===== src/rtl/hub75_pkg.sv =====
// Shared types and constants for the HUB75 panel scanner.
// Pixel words are 0x00RRGGBB; each channel's bit planes sit at the offsets below.
package hub75_pkg;

  typedef enum logic [2:0] {
    IDLE,
    PREFETCH,
    SHIFT,
    BLANK,
    LATCH,
    DISPLAY
  } scan_state_t;

  localparam int RED   = 16;
  localparam int GREEN = 8;
  localparam int BLUE  = 0;

  localparam int DEF_COLUMNS  = 64;
  localparam int DEF_ROW_BITS = 4;
  localparam int DEF_PLANES   = 8;
  localparam int DEF_ON_TIME  = 2;
  localparam int TIMER_BITS   = 16;

endpackage


===== src/rtl/hub75_bcm_timer.sv =====
// Binary-coded-modulation on-time counter: loads (ON_TIME << plane) - 1 and
// counts down to zero, so done rises after exactly ON_TIME << plane cycles.
module hub75_bcm_timer
  import hub75_pkg::*;
#(
  parameter int ON_TIME    = DEF_ON_TIME,
  parameter int PLANE_BITS = 3
) (
  input  logic                  clk,
  input  logic                  reset_n,
  input  logic                  load,
  input  logic [PLANE_BITS-1:0] plane,
  output logic                  done
);

  logic [TIMER_BITS-1:0] count_reg;

  always_ff @(posedge clk or negedge reset_n) begin
    if (!reset_n) begin
      count_reg <= '0;
    end else if (load) begin
      count_reg <= (TIMER_BITS'(ON_TIME) << plane) - TIMER_BITS'(1);
    end else if (count_reg != '0) begin
      count_reg <= count_reg - TIMER_BITS'(1);
    end
  end

  assign done = (count_reg == '0);

endmodule


===== src/rtl/hub75_scanner.sv =====
// HUB75 scanner: walks the front frame buffer row by row and plane by plane,
// shifts pixels to the panel and drives latch/OE/address with BCM timing.
module hub75_scanner
  import hub75_pkg::*;
#(
  parameter int COLUMNS  = DEF_COLUMNS,
  parameter int ROW_BITS = DEF_ROW_BITS,
  parameter int PLANES   = DEF_PLANES,
  parameter int ON_TIME  = DEF_ON_TIME
) (
  input  logic                                  clk,
  input  logic                                  reset_n,
  input  logic                                  enable,
  input  logic                                  swap_req,
  output logic                                  swap_ack,
  output logic                                  buffer_toggle,
  output logic                                  frame_done,
  output logic [ROW_BITS+$clog2(COLUMNS)-1:0]   read_addr,
  output logic                                  read_en,
  input  logic [31:0]                           read_data_top,
  input  logic [31:0]                           read_data_bottom,
  output logic                                  hub75_r1,
  output logic                                  hub75_g1,
  output logic                                  hub75_b1,
  output logic                                  hub75_r2,
  output logic                                  hub75_g2,
  output logic                                  hub75_b2,
  output logic                                  hub75_clk,
  output logic                                  hub75_lat,
  output logic                                  hub75_oe_n,
  output logic [ROW_BITS-1:0]                   hub75_addr
);

  localparam int COL_BITS   = $clog2(COLUMNS);
  localparam int PLANE_BITS = $clog2(PLANES);
  localparam logic [COL_BITS-1:0]   COL_LAST   = COL_BITS'(COLUMNS - 1);
  localparam logic [PLANE_BITS-1:0] PLANE_LAST = PLANE_BITS'(PLANES - 1);

  scan_state_t state_reg, state_next;
  logic [ROW_BITS-1:0]   row_reg, row_next;
  logic [PLANE_BITS-1:0] plane_reg, plane_next;
  logic [COL_BITS-1:0]   col_reg, col_next, rd_col;
  logic phase_reg, phase_next, pf_reg, pf_next;
  logic toggle_reg, toggle_next, ack_reg, ack_next, done_reg, done_next;
  logic timer_load, timer_done;

  logic                         rd_en_reg, rd_en_next, capture_reg;
  logic [ROW_BITS+COL_BITS-1:0] rd_addr_reg, rd_addr_next;
  logic hclk_reg, hclk_next, lat_reg, lat_next, oe_n_reg, oe_n_next;
  logic [ROW_BITS-1:0] haddr_reg, haddr_next;
  logic [2:0] top_bits, bot_bits, rgb_top_reg, rgb_bot_reg;
  logic       unused_bits;

  // Per-channel plane bit select; gi = 0/1/2 maps to R/G/B.
  for (genvar gi = 0; gi < 3; gi++) begin : g_chan
    localparam int OFS = (gi == 0) ? RED : ((gi == 1) ? GREEN : BLUE);
    logic [PLANES-1:0] top_planes, bot_planes;
    assign top_planes   = read_data_top[OFS +: PLANES];
    assign bot_planes   = read_data_bottom[OFS +: PLANES];
    assign top_bits[2-gi] = top_planes[plane_reg];
    assign bot_bits[2-gi] = bot_planes[plane_reg];
  end
  assign unused_bits = ^{read_data_top[31:RED+PLANES], read_data_bottom[31:RED+PLANES]};

  hub75_bcm_timer #(
    .ON_TIME   (ON_TIME),
    .PLANE_BITS(PLANE_BITS)
  ) u_bcm_timer (
    .clk    (clk),
    .reset_n(reset_n),
    .load   (timer_load),
    .plane  (plane_reg),
    .done   (timer_done)
  );

  always_comb begin
    state_next  = state_reg;
    row_next    = row_reg;
    plane_next  = plane_reg;
    col_next    = col_reg;
    phase_next  = phase_reg;
    pf_next     = pf_reg;
    toggle_next = toggle_reg;
    ack_next    = 1'b0;
    done_next   = 1'b0;
    timer_load  = 1'b0;
    unique case (state_reg)
      IDLE: begin
        // A request still visible during its own ack cycle is not a new one.
        if (swap_req && !ack_reg) begin
          toggle_next = ~toggle_reg;
          ack_next    = 1'b1;
        end
        if (enable) begin
          state_next = PREFETCH;
          pf_next    = 1'b0;
        end
      end
      PREFETCH: begin
        pf_next = 1'b1;
        if (pf_reg) begin
          state_next = SHIFT;
          col_next   = '0;
          phase_next = 1'b0;
        end
      end
      SHIFT: begin
        phase_next = ~phase_reg;
        if (phase_reg) begin
          if (col_reg == COL_LAST) state_next = BLANK;
          else                     col_next   = col_reg + COL_BITS'(1);
        end
      end
      BLANK: state_next = LATCH;
      LATCH: begin
        state_next = DISPLAY;
        timer_load = 1'b1;
      end
      DISPLAY: begin
        if (timer_done) begin
          state_next = PREFETCH;
          pf_next    = 1'b0;
          if (plane_reg != PLANE_LAST) begin
            plane_next = plane_reg + PLANE_BITS'(1);
          end else begin
            plane_next = '0;
            if (row_reg != {ROW_BITS{1'b1}}) begin
              row_next = row_reg + ROW_BITS'(1);
            end else begin
              row_next   = '0;
              state_next = IDLE;
              done_next  = 1'b1;
            end
          end
        end
      end
      default: state_next = IDLE;
    endcase
  end

  // Pin values are derived from the upcoming state so they register with no skew.
  always_comb begin
    rd_en_next = ((state_next == PREFETCH) && !pf_next) ||
                 ((state_next == SHIFT) && !phase_next && (col_next != COL_LAST));
    rd_col       = (state_next == SHIFT) ? col_next + COL_BITS'(1) : '0;
    rd_addr_next = rd_en_next ? {row_next, rd_col} : rd_addr_reg;
    hclk_next    = (state_next == SHIFT) && phase_next;
    lat_next     = (state_next == LATCH);
    oe_n_next    = (state_next != DISPLAY);
    haddr_next   = (state_next == LATCH) ? row_next : haddr_reg;
  end

  always_ff @(posedge clk or negedge reset_n) begin
    if (!reset_n) begin
      state_reg   <= IDLE;
      row_reg     <= '0;
      plane_reg   <= '0;
      col_reg     <= '0;
      phase_reg   <= 1'b0;
      pf_reg      <= 1'b0;
      toggle_reg  <= 1'b0;
      ack_reg     <= 1'b0;
      done_reg    <= 1'b0;
      rd_en_reg   <= 1'b0;
      rd_addr_reg <= '0;
      capture_reg <= 1'b0;
      hclk_reg    <= 1'b0;
      lat_reg     <= 1'b0;
      oe_n_reg    <= 1'b1;
      haddr_reg   <= '0;
      rgb_top_reg <= '0;
      rgb_bot_reg <= '0;
    end else begin
      state_reg   <= state_next;
      row_reg     <= row_next;
      plane_reg   <= plane_next;
      col_reg     <= col_next;
      phase_reg   <= phase_next;
      pf_reg      <= pf_next;
      toggle_reg  <= toggle_next;
      ack_reg     <= ack_next;
      done_reg    <= done_next;
      rd_en_reg   <= rd_en_next;
      rd_addr_reg <= rd_addr_next;
      capture_reg <= rd_en_reg;
      hclk_reg    <= hclk_next;
      lat_reg     <= lat_next;
      oe_n_reg    <= oe_n_next;
      haddr_reg   <= haddr_next;
      if (capture_reg) begin
        rgb_top_reg <= top_bits;
        rgb_bot_reg <= bot_bits;
      end
    end
  end

  assign swap_ack      = ack_reg;
  assign buffer_toggle = toggle_reg;
  assign frame_done    = done_reg;
  assign read_en       = rd_en_reg;
  assign read_addr     = rd_addr_reg;
  assign {hub75_r1, hub75_g1, hub75_b1} = rgb_top_reg;
  assign {hub75_r2, hub75_g2, hub75_b2} = rgb_bot_reg;
  assign hub75_clk     = hclk_reg;
  assign hub75_lat     = lat_reg;
  assign hub75_oe_n    = oe_n_reg;
  assign hub75_addr    = haddr_reg;

endmodule


===== config.mk =====
export PLATFORM = sky130hd
export DESIGN_NAME = hub75_scanner
export DESIGN_NICKNAME = d
export VERILOG_FILES = /design/src/rtl/hub75_pkg.sv /design/src/rtl/hub75_bcm_timer.sv /design/src/rtl/hub75_scanner.sv
export SDC_FILE = /design/constraint.sdc
export NUM_CORES = 1
export LEC_CHECK = 0
export CORE_MARGIN = 5
export CORE_UTILIZATION = 49
export DETAILED_ROUTE_END_ITERATION = 6
export PLACE_DENSITY_LB_ADDON = 0.2
export SLEW_MARGIN = 20
export SYNTH_ARGS = -nofsm -noshare
export SYNTH_HDL_FRONTEND = slang
export SYNTH_HIERARCHICAL = 1
export SYNTH_SLANG_ARGS = --single-unit

===== constraint.sdc =====
create_clock -name clk -period 3.9 [get_ports clk]
set_input_delay 0.78 -clock clk [delete_from_list [all_inputs] [get_ports clk]]
set_output_delay 0.78 -clock clk [all_outputs]
set_load 0.005 [all_outputs]

==> results of run 1 <==
[cells by family (layout without fill, tap and decap cells)]
kind of cell | count (synthesis) | in the layout | synth area share
DFF | 62 | 62 | 0.445
and+or+nand+nor | 122 | 122 | 0.202
buffers and inverters | 28 | 112 | 0.0359
adders and majority gates | 6 | 6 | 0.0215
muxes | 37 | 37 | 0.164
AOI/OAI and AO/OA | 64 | 64 | 0.117
xor gates and xnor gates | 6 | 6 | 0.0151
[cells in the final DEF (no fill, tap or decap), types with 2 or more instances in the layout]
| cell type | instances |
|---|---|
| nand3_1 | 11 |
| nor3_1 | 10 |
| a21oi_1 | 24 |
| nor3_2 | 2 |
| clkinvlp_4 | 3 |
| o21ai_0 | 12 |
| or4_1 | 3 |
| xnor2_1 | 4 |
| ha_1 | 6 |
| a211oi_1 | 2 |
| mux2i_1 | 8 |
| mux4_2 | 12 |
| a22o_1 | 2 |
| nor3b_1 | 4 |
| mux2_4 | 8 |
| dfrtp_1 | 61 |
| o31ai_1 | 4 |
| clkdlybuf4s50_1 | 77 |
| nand4_1 | 4 |
| xor2_1 | 2 |
| inv_1 | 14 |
| and2_1 | 2 |
| mux2_2 | 9 |
| clkinv_2 | 2 |
| buf_4 | 4 |
| nor2b_1 | 5 |
| nand3b_1 | 3 |
| and3_1 | 2 |
| clkbuf_8 | 9 |
| nor2_1 | 26 |
| nand2_1 | 24 |
| nand2b_1 | 3 |
| or3_1 | 4 |
| a21o_1 | 4 |
| a22oi_1 | 3 |
| nor4_1 | 3 |
| o22ai_1 | 3 |
| or3b_1 | 2 |
[power groups by stage]
stage	clock [µW]	sequential (µW)	combinational, µW
6_report	546	1020	1110
5_1_grt	591	1060	1230
4_1_cts	557	1020	1130
3_5_place_dp	0	1030	1120
3_3_place_gp	0	1010	1080
2_1_floorplan	0	960	834
[per-layer routing]
layer | track usage | vias up | wire, µm
met5 | 0 | - | 0
li1 | - | 1356 | -
met2 | 0.313 | 79 | 3960
met1 | 0.238 | 1396 | 3570
met4 | 0.106 | 0 | 180
met3 | 0.0406 | 17 | 405
[cell type report]
cell class / instances / area (µm²)
Clock inverter: 6 / 62.6
Clock buffer: 10 / 128
Timing Repair Buffer: 82 / 806
Tap cell: 96 / 120
Sequential cell: 62 / 1550
Inverter: 14 / 52.6
Fill cell: 556 / 2340
Multi-Input combinational cell: 235 / 1810
[critical path, cell delays in order, from the launching register on]
cell and delay [ns]:
dfrtp_1 0.42, inv_1 0.08, ha_1 0.17, nor4b_1 0.38
nand4_2 0.33, inv_1 0.25, mux2_2 0.18, a211oi_1 0.06
nor3_1 0.37, inv_1 0.12, a22o_1 0.48, mux2_4 0.40
[stage by stage]
stage	cell area, µm²	util	total power [µW]
2_1_floorplan	3490	-	1790
3_3_place_gp	4340	0.632	2100
3_5_place_dp	4340	0.632	2150
4_1_cts	4530	0.660	2700
5_1_grt	4530	0.660	2880
6_report	4530	0.660	2680
[worst max path at each step]
stage	endpoint	slack, ns	cells after the start
after floorplan	read_addr[0]$_DFFE_PN0P_	1.20	12
after global placement	read_addr[2]$_DFFE_PN0P_	0.72	11
after detailed placement	read_addr[0]$_DFFE_PN0P_	0.61	11
after CTS	read_addr[0]$_DFFE_PN0P_	0.58	11
after global routing	read_addr[0]$_DFFE_PN0P_	0.34	11
final	read_addr[0]$_DFFE_PN0P_	0.53	11
==> summary.md, run 1 <==
| Metric | Value |
|---|---|
| Status | `finished, final reports clean` |
| Clock Skews | `0.00741 ns` |
| Critical Path Fanout Max | `11` |
| Die width | `94.4 µm` |
| Vias | `2,848` |
| DP HPWL | `5890 µm` |
| Synth top cells by count | `dfrtp_1, nor2_1, a21oi_1, nand2_1, inv_1` |
| Number of vias per cell | `5.64` |
| DRC Markers | `0` |
| Top-count cell post-synth | `dfrtp_1` |
| CP required | `approximately 4.1 ns` |
| Rows | `30` |
| Synth Warn # | `6` |
| Largest register FFs | `16` |
| R2r endpoint | `read_addr[0]$_DFFE_PN0P_` |
| Fmax | `0.297 GHz` |
| Critical Path Start Type | `flip-flop` |
| Hold buffers post-CTS | `0` |
| Die height | `94.4 µm` |
| Sequential share of power | `0.381` |
| Critical Path Start | `u_bcm_timer/count_reg[0]$_DFFE_PN0P_` |
| Register area share after synthesis | `0.445` |
| Clock sinks | `62` |
| Postcts setup bufs | `0` |
| Finish-stage setup viols | `0` |
| Finished Layout Cells | `approximately 500` |
| Hold Crit Class | `reg -> reg` |
| Largest net degree at the start of global routing | `between 40 and 50` |
| Switching Share | `0.377` |
| Register-to-Register Path Depth | `11` |
| Mapped Cells | `325` |
| Post-synth EDFFs | `0` |
| Worst reg2reg startpoint | `u_bcm_timer/count_reg[0]$_DFFE_PN0P_` |
| Clock transition at the registers of the reported paths | `about 0.070 ns` |
| Detailed Route Iter0 Violations | `between 80 and 90` |
| Hold Crit Depth | `0` |
| FF-to-FF setup slack | `about 0.53 ns` |
| Comb pwr share | `0.415` |
| Number of antenna violations at the first check in global routing | `0` |
| Vias in the first global route | `just under 3,000` |
| Clock Power Share | `0.204` |
| MaxCap Viol Count | `0` |
| Routability Congestion | `0.876` |
| Slew Viols, Final | `0` |
| Die area | `just under 0.009 mm²` |
| Worst slew pin tran | `0.775 ns` |
| Clock Tree Buf Depth | `2` |
| Post-CTS sizing | `0` |
| Global route overflow | `0` |
| RSZ-0062 raised after global routing | `false` |
| Clk_lat worst skew | `approximately 0.34 ns` |
| Final setup margin | `between 0.5 and 0.6 ns` |
| Hold WS | `0.377 ns` |
| Area growth syn-to-layout | `29.9%` |
| Layout cell share with drive strength beyond 1 | `0.159` |
| Final Hold Fails | `0` |
| Initial Utilization | `0.508` |
| H-Tree Depth | `3` |
| Inserted Diodes | `0` |
| Wire length of the first global-routing pass | `13,500 µm` |
| Synth Flop Type | `dfrtp_1` |
| Peak VDD IR | `0.000293 V` |
| Dpl cells | `489` |
| P_leak | `0.00192 µW` |
| Asr flop ratio synth | `1.00` |
| Worst Setup End Kind | `flip-flop` |
| Average routed wire per standard cell | `16.1 µm` |
| FF+latch count, synth | `62` |
| Power Density | `slightly below 600 mW/mm²` |
| I/O pin total | `95` |
| Post-Syn Nets | `399` |
| Share of the synthesized area in the top cell type | `0.437` |
| Setup_tns | `0 ns` |
| Final cycle utilization of the critical path | `0.863` |
| Core ar. | `0.00687 mm²` |
| Distinct cells, synth | `63` |
| Netlist Area Pre-Place | `0.00349 mm²` |
| Final net count | `478` |
| Rel. slew slack | `0.484` |
| DR pass1 iterations | `4` |
| CTS tree | `done` |
| GRT Overall Usage | `0.192` |
| Net switching power | `between 1000 and 1500 µW` |
| Root Driver | `clkbuf_8` |
| Port-buffer cells | `78` |
| Drt total wl | `8110 µm` |
| Crit path kind | `reg -> reg` |
| Antenna Violating Nets Remaining | `0` |
| Setup WS pre-CTS | `0.606 ns` |
| TritonCTS Buffers | `9` |
| Syn avg cell area | `roughly 11 µm²` |
| HP Start | `read_en$_DFF_PN0_` |
| Cell Int Power | `1670 µW` |
| Crit path DAT | `3.58 ns` |
| Yosys top cell by area | `dfrtp_1` |
| Min Tclk post-route | `between 3 and 4 ns` |
| Synth top area cells | `dfrtp_1, mux4_2, a21oi_1, mux2_4, mux2_2` |
| Endpoint, Worst Hold | `capture_reg$_DFF_PN0_` |
Power figures use the tool's default switching activity.
==> inputs of run 2 (changes only) <==
==> constraint.sdc (replaced) <==
create_clock -name clk -period 3.9 [get_ports clk]
set_input_delay 0.78 -clock clk [delete_from_list [all_inputs] [get_ports clk]]
set_output_delay 0.78 -clock clk [all_outputs]
set_load 0.1 [all_outputs]
==> results of run 2 <==
Same layout as run 1 (identical final DEF). Status: finished, final reports clean.
Main changes from that run: total power 2680 µW -> 3120 µW; worst IR drop on VDD 0.000293 V -> 0.000480 V
